==> config.mk <==
export PLATFORM = sky130hd
export DESIGN_NAME = mod_n_updown_counter
export DESIGN_NICKNAME = d
export VERILOG_FILES = /design/src/rtl/counter_pkg.sv /design/src/rtl/mod_n_updown_counter_step_prescaler.sv /design/src/rtl/mod_n_updown_counter.sv
export SDC_FILE = /design/constraint.sdc
export NUM_CORES = 1
export LEC_CHECK = 0
export BUFFER_PORTS_ARGS = -buffer_cell sky130_fd_sc_hd__buf_2
export CELL_PAD_IN_SITES_DETAIL_PLACEMENT = 0
export CELL_PAD_IN_SITES_GLOBAL_PLACEMENT = 1
export CORE_MARGIN = 2
export CORE_UTILIZATION = 38
export CTS_CLUSTER_DIAMETER = 30
export DETAILED_ROUTE_END_ITERATION = 8
export GPL_TIMING_DRIVEN = 0
export PLACE_DENSITY_LB_ADDON = 0.12
export SETUP_SLACK_MARGIN = 0.02
export SLEW_MARGIN = 20
export SYNTH_ARGS = -nofsm -noshare
export SYNTH_HDL_FRONTEND = slang
export SYNTH_SLANG_ARGS = --single-unit
==> constraint.sdc <==
create_clock -name CLK -period 2.7 [get_ports CLK]
set_input_delay 0.27 -clock CLK [delete_from_list [all_inputs] [get_ports CLK]]
set_output_delay 0.27 -clock CLK [all_outputs]
set_load 0.01 [all_outputs]
==> src/rtl/counter_pkg.sv <==
// Shared constants and helpers for the modulo up/down counter family.
package counter_pkg;

   // Direction encoding for the 'up' input
   localparam logic DIR_UP   = 1'b1;
   localparam logic DIR_DOWN = 1'b0;

   // Legal parameter ranges
   localparam int WIDTH_MIN    = 1;
   localparam int WIDTH_MAX    = 32;
   localparam int PRESCALE_MIN = 1;
   localparam int PRESCALE_MAX = 65535;

   // Bits needed to hold the values 0..value-1 (never less than 1)
   function automatic int clog2(input int value);
      int r;
      r = 0;
      for (int v = value - 1; v > 0; v = v >> 1) begin
         r = r + 1;
      end
      return (r < 1) ? 1 : r;
   endfunction

endpackage

==> src/rtl/mod_n_updown_counter_step_prescaler.sv <==
// Divides enabled cycles by PRESCALE: tick is high on every PRESCALE-th enabled cycle.
module step_prescaler
   import counter_pkg::*;
#(
   parameter int PRESCALE = 4
) (
   input  logic CLK,
   input  logic RST,
   input  logic clr,
   input  logic en,
   output logic tick
);

   localparam int PW = clog2(PRESCALE);
   localparam logic [PW-1:0] LAST = PW'(PRESCALE - 1);

   logic [PW-1:0] pc_reg;
   logic [PW-1:0] pc_next;

   // Tick on the last slot of the period, only while enabled
   assign tick = en && (pc_reg == LAST);

   // Next prescaler count: clear wins, en=0 freezes, wrap after the last slot
   always_comb begin
      pc_next = pc_reg;
      if (clr) begin
         pc_next = '0;
      end else if (en) begin
         pc_next = tick ? '0 : pc_reg + 1'b1;
      end
   end

   // Prescaler state register with synchronous active-low reset
   always_ff @(posedge CLK) begin
      if (!RST) begin
         pc_reg <= '0;
      end else begin
         pc_reg <= pc_next;
      end
   end

endmodule

==> src/rtl/mod_n_updown_counter.sv <==
// Runtime-programmable modulo (max_val+1) up/down counter with load, enable,
// optional step prescaler and one-shot stop at the terminal value.
module mod_n_updown_counter
   import counter_pkg::*;
#(
   parameter int WIDTH    = 3,
   parameter int PRESCALE = 1
) (
   input  logic             CLK,
   input  logic             RST,
   input  logic             en,
   input  logic             up,
   input  logic             oneshot,
   input  logic             load,
   input  logic [WIDTH-1:0] load_val,
   input  logic [WIDTH-1:0] max_val,
   output logic [WIDTH-1:0] count,
   output logic             tc,
   output logic             wrap,
   output logic             done
);

   // Reject out-of-range parameters when the design is elaborated
   generate
      if (WIDTH < WIDTH_MIN || WIDTH > WIDTH_MAX ||
          PRESCALE < PRESCALE_MIN || PRESCALE > PRESCALE_MAX) begin : g_bad_param
         $error("mod_n_updown_counter: WIDTH or PRESCALE out of range");
      end
   endgenerate

   logic [WIDTH-1:0] count_reg, count_next;
   logic             wrap_reg, wrap_next;
   logic             done_reg, done_next;
   logic             presc_tick;
   logic             step;
   logic             terminal;

   // Prescaler only exists when steps are divided; otherwise every enabled cycle steps
   generate
      if (PRESCALE > 1) begin : g_presc
         step_prescaler #(
            .PRESCALE (PRESCALE)
         ) u_presc (
            .CLK  (CLK),
            .RST  (RST),
            .clr  (load),
            .en   (en),
            .tick (presc_tick)
         );
      end else begin : g_no_presc
         assign presc_tick = 1'b1;
      end
   endgenerate

   assign step = en & presc_tick;

   // A step is terminal at the top going up, or at 0 / out of range going down
   assign terminal = (up == DIR_UP) ? (count_reg >= max_val)
                                    : ((count_reg == '0) || (count_reg > max_val));

   // Cascade output: purely from the current count, bound and direction
   assign tc = (up == DIR_UP) ? (count_reg == max_val) : (count_reg == '0);

   // Next-state: load beats step, step beats hold; done freezes stepping
   always_comb begin
      count_next = count_reg;
      wrap_next  = 1'b0;
      done_next  = done_reg;
      if (load) begin
         count_next = (load_val > max_val) ? max_val : load_val;
         done_next  = 1'b0;
      end else if (step && !done_reg) begin
         if (terminal) begin
            wrap_next = 1'b1;
            if (oneshot) begin
               done_next = 1'b1;
            end else begin
               count_next = (up == DIR_UP) ? '0 : max_val;
            end
         end else begin
            count_next = (up == DIR_UP) ? count_reg + 1'b1 : count_reg - 1'b1;
         end
      end
   end

   // State registers with synchronous active-low reset
   always_ff @(posedge CLK) begin
      if (!RST) begin
         count_reg <= '0;
         wrap_reg  <= 1'b0;
         done_reg  <= 1'b0;
      end else begin
         count_reg <= count_next;
         wrap_reg  <= wrap_next;
         done_reg  <= done_next;
      end
   end

   assign count = count_reg;
   assign wrap  = wrap_reg;
   assign done  = done_reg;

endmodule
# Word-level counts from Yosys, hierarchy flattened
# Cells that the tools add are included.
# W data, S select, Z words.
word_totals:
  wordCells: 31
  input_bits: 12
  register_bits: 5
  out_inout_bits: 6
classes:
  n_bitwise: 2
  n_reduce_logical: 9
  n_lt_le_gt_ge: 3
  n_eq_ne: 2
  mux: 10
  addsub: 2
ops:
  columns: ["cell", "n"]
  rows:
  - ["$mux W3", 7]
  - ["$gt A3 B3 Y1", 2]
  - ["$add A3 B1 Y3 const B", 1]
  - ["$eq A3 B3 Y1", 1]
  - ["$ge A3 B3 Y1", 1]
  - ["$logic_not A3 Y1", 1]
  - ["$mux W1", 3]
  - ["$ne A3 B3 Y1 const B", 1]
  - ["$reduce_and A3 Y1", 1]
  - ["$reduce_or A3 Y1", 1]
  - ["$sub A3 B1 Y3 const B", 1]
  - ["$not A1 Y1", 2]
  - ["$reduce_and A2 Y1", 1]
  - ["$reduce_bool A2 Y1", 1]
  - ["$reduce_or A2 Y1", 1]
  - ["$logic_and A1 B1 Y1", 1]
  - ["$logic_not A1 Y1", 1]
  - ["$logic_or A1 B1 Y1", 1]

# Logic depth before layout (Yosys ltp)
# Gate-level depths: netlist of the first run.
depth:
  word_depth: 6
  ltp_mapped: 7
  ltp_nobuf: 7

# Worst setup path after synthesis of the first run
# No wires, ideal clock.
synth_timing:
  kind: "register to register"
  startpoint: "register count_reg[0] (netlist: count[0])"
  endpoint: "register count_reg[2] (netlist: count[2])"
  period_less_slack_ps: 1936
  n_path_buf: 0
  arrival_ps: 1808
  t_required_ps: 2572
  stages_incl_launch_ff: 8
  setup_ps: 128
  path_slack_ps: 764
  cell_sequence: "dfxtp_1 -> inv_1 -> ha_1 -> nand4_1 -> nand2b_4 -> or4b_1 -> o41ai_1 -> o22ai_1"
synth_via:
  elab_chain_len: 6
  elab_cells_between_ends: 13
  classes_between: "add/sub: 2; order compare: 2; eq/ne: 1; mux: 5; reduce/logical: 3"
synth_lines:
  columns: ["item", "line", "rtl"]
  rows:
  - ["start: declaration", "mod_n_updown_counter.sv:31", "logic [WIDTH-1:0] count_reg, count_next;"]
  - ["start signal: assignment", "mod_n_updown_counter.sv:93", "count_reg <= count_next;"]
  - ["$gt A3 B3 Y1 / $logic_not A3 Y1 (equally long branches)", "mod_n_updown_counter.sv:59", ": ((count_reg == '0) || (count_reg > max_val));"]
  - ["$logic_or A1 B1 Y1", "mod_n_updown_counter.sv:59", null]
  - ["$mux W1", "mod_n_updown_counter.sv:58", "assign terminal = (up == DIR_UP) ? (count_reg >= max_val)"]
  - ["$mux W3", "mod_n_updown_counter.sv:73", "if (terminal) begin"]
  - ["$mux W3", "mod_n_updown_counter.sv:72", "end else if (step && !done_reg) begin"]
  - ["$mux W3", "mod_n_updown_counter.sv:69", "if (load) begin"]
# Parallel ways exist; a longest one is shown, timed or not. The select of a mux whose other input is x is not followed.
# A chain may end at the register's enable or synchronous reset.

# Final worst setup path of the first run
layout_timing:
  startpoint: "register count_reg[2] (netlist: count[2])"
  endpoint: "register count_reg[1] (netlist: count[1])"
layout_via:
  elab_chain_len: 6
  elab_cells_between_ends: 10
  classes_between: "order compare: 2; eq/ne: 1; mux: 4; reduce/logical: 3"
layout_lines:
  columns: ["item", "line"]
  rows:
  - ["$gt A3 B3 Y1 / $logic_not A3 Y1 (equally long branches)", "mod_n_updown_counter.sv:59"]
  - ["$logic_or A1 B1 Y1", "mod_n_updown_counter.sv:59"]
  - ["$mux W1 (*)", "mod_n_updown_counter.sv:58"]
  - ["$mux W3", "mod_n_updown_counter.sv:73"]
  - ["$mux W3", "mod_n_updown_counter.sv:72"]
  - ["$mux W3", "mod_n_updown_counter.sv:69"]
# Every way passes the cells marked *; elsewhere a longest branch is shown, timed or not. The select of a mux whose other input is x is not followed.

==> summary.txt, run 1 <==
crit path time final - 2057 ps
min-delay worst type - primary input to register
router iterations before antenna repair - 3
critical path class - register to register
H-tree Lvls - 1
clock insertion delay at the later pin of the skew report - 240 ps
CP Max Fanout - 8
initial antenna violation count - 0
Post-DRT Antenna Nets - 0
clock tree sinks - 5
layout cells sized above 1 - 33.72%
arrival time worst endpoint - 2250 ps
clock tree buffer depth - 2
Area growth syn-to-layout - 21.61%
Total GRT Usage - 15.42%
num rows - 14
first-pass GRT wire length - 2.221 mm
DP HPWL - 1.028 mm
die area - 0.001885 mm2
final wirelength - 1.230 mm
Ant. Diodes - 0
TNS Setup - 0 ps
CTS buffer count - 3
synthesized flop and latch total - 5
delay-heaviest family, CP - compound AO/OA/AOI/OAI gates
P per Cell Area - 491.6 mW/mm2
I/O Pins - 18
GP Congestion - 0.7233
CTS Hold Buffers Added - 0
Post-Route Utilization - 48.24%
Buffers on Ports - 16
Placeable Area - 0.001489 mm2
fin worst setup slack - 643.0 ps
WP buf/inv - 0
placed insts - 98
most common cell after layout, fill and taps aside - buf_2
RSZ-0062 raised after global routing - false
largest net degree at the start of global routing - 10
Gates resized, CTS repair - 0
status - complete, no violations
Critical Path End Type - register
Leak - 0.3403 nW
hold_ws - 292.1 ps
number of global-route vias before repair - 539
Worst-Margin Slew - 416.0 ps
type of origin of the critical path - register
Synth Cell Area - 590.6 um2
clk root buf - clkbuf_4
max_cap viols - 0
Tcrit/Tclk final - 76.18%
CTS tree - built
Critical Path, Cell by Cell - ha_1 -> a21oi_1 -> a21oi_4 -> or3_2 -> a21boi_0 -> a221o_1
Avg Inst Size Synth - 8.948 um2
Filler Cell Count - 152
Mapped Cells - 66
syn nets - 85
Post-Layout Cell Count - 102
Max Slew Vio Count - 0
drt drc - 0
critical path's slowest cell - dfxtp_1
Max IR drop VDD - 0.0002635 V
pre-CTS WS - 605.4 ps
Chip Height - 43.42 um
f_max - 486.2 MHz
max incr delay on CP - 470 ps
most frequent cells in the layout - buf_2 (16), inv_1 (7), nand2_1 (7)
via count - 535
Via density - 5.245
Netlist cell types - 34
layout net count - 106
initial cell density of the core - 39.66%
endpoints failing hold - 0
clock skew - 9.240 ps
Final setup viols - 0
Worst EP required - 2890 ps
die width - 43.42 um
register area share after synthesis - 16.95%
Routed WL per cell - 12.06 um
total global routing overflow - 0
synth warn - 0
max reg flops - 3
drt initial violations - 3
top cell type's share of synthesized area - 16.95%
synth top area cells - dfxtp_1 (17%), ha_1 (13%), mux2i_1 (5.1%)
Reg clk slew, reported paths - 50 ps
worst rel slew slack - 72.26%
post-synth top area cell - dfxtp_1
Post CTS Setup Buffer Count - 0
layout make-up:
class                      count  area (um2)  share of cell area [%]
multi-input combinational     53       444.2                   61.85
sequential                     5       100.1                   13.94
timing repair buffer          16       80.08                   11.15
inverter                       7       26.28                   3.659
clock buffer                   3       22.52                   3.136
buffer                         1       20.02                   2.787
tap                           16       20.02                   2.787
clock inverter                 1       5.005                  0.6969
cell families after synthesis:
group / share of synthesized area [%]
XOR/XNOR: 2.967
adder cells (fa/ha/maj): 16.10
buffers and inverters: 7.840
AO/OA/AOI/OAI: 22.04
multiplexers: 5.085
AND/OR/NAND/NOR: 29.03
flip-flops: 16.95
synthesized netlist by cell type:
| cell | number |
|---|---|
| nor4_4 | 1 |
| a21oi_1 | 2 |
| a21boi_0 | 1 |
| inv_1 | 7 |
| nor4bb_1 | 1 |
| nand2b_1 | 1 |
| nor3_1 | 1 |
| nand2_1 | 7 |
| o21ai_0 | 2 |
| a21oi_4 | 1 |
| fa_1 | 1 |
| nand3b_1 | 1 |
| xnor2_1 | 2 |
| nand2b_4 | 1 |
| or4b_1 | 1 |
| a21boi_1 | 1 |
| or3_2 | 2 |
| o211ai_1 | 3 |
| a32oi_1 | 1 |
| o31ai_2 | 1 |
| dfxtp_1 | 5 |
| nor2b_1 | 2 |
| a221o_1 | 2 |
| and3_1 | 1 |
| o41ai_1 | 1 |
| buf_12 | 1 |
| o22ai_1 | 1 |
| nand4_1 | 1 |
| or2_2 | 1 |
| ha_1 | 6 |
| nor4b_1 | 1 |
| mux2i_1 | 3 |
| or2b_2 | 1 |
| nor2_1 | 2 |
final timing paths:
kind | depth (start not counted) | startpoint | end | slack (ps)
hold reg to reg | 2 | done$_SDFFE_PP0P_ | done$_SDFFE_PP0P_ | 450
setup / recovery | 6 | count[2]$_SDFFE_PN0P_ | count[1]$_SDFFE_PN0P_ | 640
hold / removal | 3 | load | count[2]$_SDFFE_PN0P_ | 290
setup reg to reg | 6 | count[2]$_SDFFE_PN0P_ | count[1]$_SDFFE_PN0P_ | 640
routing by layer:
metal  routed length [um]  part of all wire, %  global-route usage, %
met2                  584                   47                  26.57
met3                   34                  2.8                  2.917
met4                    0                    0                  5.455
met1                  611                   50                  19.13
met5                    0                    0                      0
power by group:
part / internal [mW] / leakage, nW / switching (mW)
registers: 0.0824 / 0.0411 / 0.0144
clock network: 0.0538 / 0.0177 / 0.0336
logic: 0.0836 / 0.281 / 0.0853
through the flow:
step	total power, mW	area (um2)
global placement	0.2694	690.7
CTS	0.3608	718.2
floorplan	0.2219	590.6
detailed placement	0.2680	690.7
global route	0.3889	718.2
finish	0.3530	718.2
tightest hold or removal path, cell delays in order:
cell     delay (ps)
buf_12          110
nand2_1          50
o22ai_1          60
No activity file was read; power rests on OpenSTA's default activity.
==> run 2, diff against run 1 <==
--- a/config.mk
+++ b/config.mk
@@ -9,7 +9,7 @@
 export CELL_PAD_IN_SITES_DETAIL_PLACEMENT = 0
 export CELL_PAD_IN_SITES_GLOBAL_PLACEMENT = 1
 export CORE_MARGIN = 2
-export CORE_UTILIZATION = 38
+export CORE_UTILIZATION = 32
 export CTS_CLUSTER_DIAMETER = 30
 export DETAILED_ROUTE_END_ITERATION = 8
 export GPL_TIMING_DRIVEN = 0
==> constraint.sdc (replaced) <==
create_clock -name CLK -period 1.77 [get_ports CLK]
set_input_delay 0.177 -clock CLK [delete_from_list [all_inputs] [get_ports CLK]]
set_output_delay 0.177 -clock CLK [all_outputs]
set_load 0.01 [all_outputs]
==> run 2 against run 1 <==
  * The flow now finishes with violations (setup timing)
  * Critical path depth stayed put
  * Highest routed layer unchanged
  * Maximum frequency increased by 13%
  * Combinational power increased by 88%
  * Final cell count rose by 11%
  * Worst hold slack got worse by 71 ps
==> summary.txt, run 2 (synthesized netlist as in run 1, its figures left out) <==
Filler Cell Count - 191
P_sw - 0.2183 mW
TNS Setup - -47.54 ps
num rows - 15
DP HPWL - 1.095 mm
H-tree Lvls - 1
CP endpoint - count[2]$_SDFFE_PN0P_
crit path from - count[0]$_SDFFE_PN0P_
arrival time worst endpoint - 1930 ps
Post-Layout Cell Count - 113
Max IR drop VDD - 0.0002720 V
CTS tree - built
Pint - 0.3786 mW
reg2reg start - count[0]$_SDFFE_PN0P_
failing checks - setup timing
M2 GR Usage - 23.56%
router iterations before antenna repair - 4
critical path class - register to register
RSZ-0062 raised after global routing - true
die area - 0.002205 mm2
clock tree sinks - 5
max_cap viols - 0
total global routing overflow - 0
reg-to-reg setup timing slack - -50 ps
layout cells sized above 1 - 47.73%
CTS Hold Buffers Added - 0
Via density - 4.920
Cell Area, Placed - 721.9 um2
worst rel slew slack - 69.82%
layout net count - 108
Placeable Area - 0.001727 mm2
Worst EP required - 1880 ps
largest net degree at the start of global routing - 10
met3 usage - 3.846%
CP Max Fanout - 3
clock skew - 1.251 ps
number of global-route vias before repair - 500
Max Slew Vio Count - 0
gr busiest metal - met2
first-pass GRT wire length - 2.125 mm
die width - 46.96 um
Ant. Diodes - 0
Clk pwr share - 21.2%
P per Cell Area - 729.4 mW/mm2
crit path time final - 1818 ps
drt drc - 0
status - finished, violations left
drt initial violations - 6
f_max - 550.2 MHz
cell area after layout - 818.3 um2
Critical Path End Type - register
hold_ws - 221.5 ps
met1 Use GR - 17.28%
Routed WL per cell - 11.88 um
Chip Height - 46.96 um
Reg clk slew, reported paths - 40 ps
fin worst setup slack - -47.54 ps
Worst-Margin Slew - 452.7 ps
placed insts - 107
Total GRT Usage - 13.53%
via count - 556
most common cell after layout, fill and taps aside - buf_2
min-delay worst type - primary input to register
pre-CTS WS - -189.1 ps
final wirelength - 1.343 mm
max reg flops - 3
Area growth syn-to-layout - 38.56%
cells on worst reg2reg path - 6
initial cell density of the core - 34.20%
sw frac - 36.57%
Post-DRT Antenna Nets - 0
GP Congestion - 0.7013
Final setup viols - 1
clock insertion delay at the later pin of the skew report - 230 ps
Tcrit/Tclk final - 102.7%
Leak - 0.3598 nW
initial antenna violation count - 0
type of origin of the critical path - register
I/O Pins - 18
Combinational Power Share - 53.3%
clk root buf - clkbuf_4
reg2reg end - count[2]$_SDFFE_PN0P_
sequential fraction of design power - 25.5%
CTS buffer count - 3
most frequent cells in the layout - buf_2 (16), nand2_1 (7), inv_1 (6)
endpoints failing hold - 0
clock tree buffer depth - 2
Buffers on Ports - 16
-- run 2: how the worst min path moves through the flow --
stage,startpoint,end,cells past startpoint
floorplan,RST,count[0]$_SDFFE_PN0P_,1
global placement,done$_SDFFE_PP0P_,done$_SDFFE_PP0P_,2
detailed placement,done$_SDFFE_PP0P_,done$_SDFFE_PP0P_,2
CTS,load,count[2]$_SDFFE_PN0P_,3
global route,load,count[2]$_SDFFE_PN0P_,3
finish,load,count[2]$_SDFFE_PN0P_,3
-- run 2: area by class of cell --
class	count	area [um2]	share of cell area, %
clock buffer	4	26.28	3.211
sequential	5	111.4	13.61
timing repair buffer	18	95.09	11.62
inverter	7	26.28	3.211
tap	25	31.28	3.823
multi-input combinational	53	508.0	62.08
buffer	1	20.02	2.446
-- run 2: power groups by stage --
stage	Clock, mW	Combinational (mW)	Sequential (mW)
after floorplan	0	0.195	0.156
after global placement	0	0.270	0.154
after detailed placement	0	0.270	0.155
after CTS	0.132	0.312	0.152
after global routing	0.144	0.355	0.154
final	0.127	0.318	0.152
-- run 2: worst max-delay path, cell delays in order, from the launching register on --
cell,delay (ps)
dfxtp_4,350
fa_2,380
xnor2_2,160
xnor2_1,140
or4b_1,470
o41ai_2,70
o22ai_1,120
-- run 2: metal layers --
metal / share of wire [%] / vias to the layer above
met2: 48 / 16
li1: - / 288
met3: 5.7 / 0
met4: 0 / 0
met1: 46 / 252
met5: 0 / -
-- run 2: through the flow --
step                      total power, mW  util [%]
after detailed placement           0.4245     41.81
final                              0.5969     47.39
after CTS                          0.5966     46.81
after global placement             0.4243     41.81
after floorplan                    0.3514         -
after global routing               0.6524     47.39
-- run 2: what timing repair did --
action	CTS	global route
hold endpoints to repair	0	0
pin swaps	3	2
setup buffers	1	1
setup endpoints to repair	3	3
gates resized for setup	8	1
==> run 3, diff against run 2 <==
--- a/config.mk
+++ b/config.mk
@@ -8,8 +8,8 @@
 export BUFFER_PORTS_ARGS = -buffer_cell sky130_fd_sc_hd__buf_2
 export CELL_PAD_IN_SITES_DETAIL_PLACEMENT = 0
 export CELL_PAD_IN_SITES_GLOBAL_PLACEMENT = 1
-export CORE_MARGIN = 2
-export CORE_UTILIZATION = 32
+export CORE_UTILIZATION = 28
+export CTS_BUF_LIST = sky130_fd_sc_hd__clkbuf_16
 export CTS_CLUSTER_DIAMETER = 30
 export DETAILED_ROUTE_END_ITERATION = 8
 export GPL_TIMING_DRIVEN = 0
==> run 3 against run 2 <==
  * The flow still finishes with violations (setup timing)
  * Largest cell class unchanged
  * Critical path depth is the same
  * Register-to-register slack better by 40 ps
  * Sequential power about the same
  * Worst hold slack worse by 2.5 ps
  * Critical endpoint is now count[1]$_SDFFE_PN0P_
==> summary.txt, run 3 (synthesized netlist as in run 1, its figures left out) <==
status - finished, violations left
failing checks - setup timing
Critical Path End Type - register
largest net degree at the start of global routing - 10
most frequent cells in the layout - buf_2 (16), inv_1 (7), nand2_1 (7)
drt drc - 0
fin worst setup slack - -3.038 ps
clock tree buffer depth - 2
num rows - 16
Chip Height - 47.93 um
Placeable Area - 0.001982 mm2
Tot Pwr - 0.8553 mW
Reg clk slew, reported paths - 30 ps
Critical Path, Cell by Cell - ha_4 -> nand3b_1 -> a21oi_4 -> o31ai_4 -> a21boi_2 -> a221o_1
Post-DRT Antenna Nets - 0
die width - 47.93 um
Reg area - 111.4 um2
max incr delay on CP - 360 ps
Ant. Diodes - 0
DP HPWL - 1.100 mm
layout cells sized above 1 - 52.81%
layout net count - 109
CP Max Fanout - 7
WP buf/inv - 0
GP Congestion - 0.7274
critical path class - register to register
Area growth syn-to-layout - 52.97%
Routed WL per cell - 12.17 um
total global routing overflow - 0
Worst-Margin Slew - 465.5 ps
Total GRT Usage - 13.89%
clock insertion delay at the later pin of the skew report - 220 ps
worst rel slew slack - 68.96%
Max Slew Vio Count - 0
placed insts - 109
Via density - 4.922
Final setup viols - 1
H-tree Lvls - 1
max reg flops - 3
Buffers on Ports - 16
CTS buffer count - 3
P per Cell Area - 946.8 mW/mm2
final wirelength - 1.412 mm
Leak - 0.3938 nW
router iterations before antenna repair - 4
max_cap viols - 0
Worst EP required - 1870 ps
Tcrit/Tclk final - 100.2%
number of global-route vias before repair - 531
critical path's slowest cell - dfxtp_4
Post-Route Utilization - 45.58%
clock skew - 2.887 ps
die area - 0.002297 mm2
I/O Pins - 18
arrival time worst endpoint - 1880 ps
crit path time final - 1773 ps
type of origin of the critical path - register
initial cell density of the core - 29.80%
endpoints failing hold - 0
Filler Cell Count - 202
drt initial violations - 8
CTS tree - built
first-pass GRT wire length - 2.311 mm
most common cell after layout, fill and taps aside - buf_2
min-delay worst type - primary input to register
clk root buf - clkbuf_16
clock tree sinks - 5
Post-Layout Cell Count - 116
via count - 571
multi-input logic area - 530.5 um2
initial antenna violation count - 0
delay-heaviest family, CP - compound AO/OA/AOI/OAI gates
f_max - 564.0 MHz
RSZ-0062 raised after global routing - true
Max IR drop VDD - 0.0004471 V
-- run 3: layout make-up --
type	instances	area share, %
buffer	1	2.216
clock buffer	3	8.310
clock inverter	1	0.4155
inverter	7	2.909
multi-input combinational	53	58.73
sequential	5	12.33
tap	27	3.740
timing repair buffer	19	11.36
-- run 3: tightest hold or removal path: stages --
cell and delay, ps:
buf_12 110, nand2_1 50, o22ai_1 60
-- run 3: per-layer routing --
| layer | GRT usage [%] | share of wire (%) | vias to the layer above |
|---|---|---|---|
| met5 | 0 | 0 | - |
| met4 | 1.667 | 0 | 0 |
| met3 | 1.132 | 2.7 | 0 |
| met2 | 21.62 | 45 | 11 |
| met1 | 21.21 | 52 | 266 |
| li1 | - | - | 294 |
-- run 3: path summary, 6_finish.rpt --
path	start	endpoint	slack [ps]	depth (start not counted)
hold reg to reg	done$_SDFFE_PP0P_	done$_SDFFE_PP0P_	470	2
setup / recovery	count[2]$_SDFFE_PN0P_	count[1]$_SDFFE_PN0P_	-3	6
hold / removal	load	count[2]$_SDFFE_PN0P_	220	3
setup reg to reg	count[2]$_SDFFE_PN0P_	count[1]$_SDFFE_PN0P_	-3	6
-- run 3: timing repair --
action	CTS	global route
pin swaps	5	5
gates resized for setup	11	2
setup endpoints to repair	3	3
buffers inserted	1	2
hold buffers	0	0
-- run 3: power by group --
group | switching [mW] | internal, mW
logic | 0.164 | 0.177
clock network | 0.0693 | 0.292
registers | 0.0222 | 0.130
-- run 3: metrics by stage --
stage / area [um2] / TNS, ps / hold WS (ps) / setup slack [ps]
floorplan: 610.6 / 0 / 315.9 / 20.58
global placement: 724.4 / -489.4 / 450.7 / -185.4
detailed placement: 724.4 / -443.2 / 460.0 / -157.1
CTS: 880.8 / 0 / 223.6 / 2.346
global route: 903.4 / -182.2 / 241.8 / -88.00
finish: 903.4 / -3.038 / 218.9 / -3.038
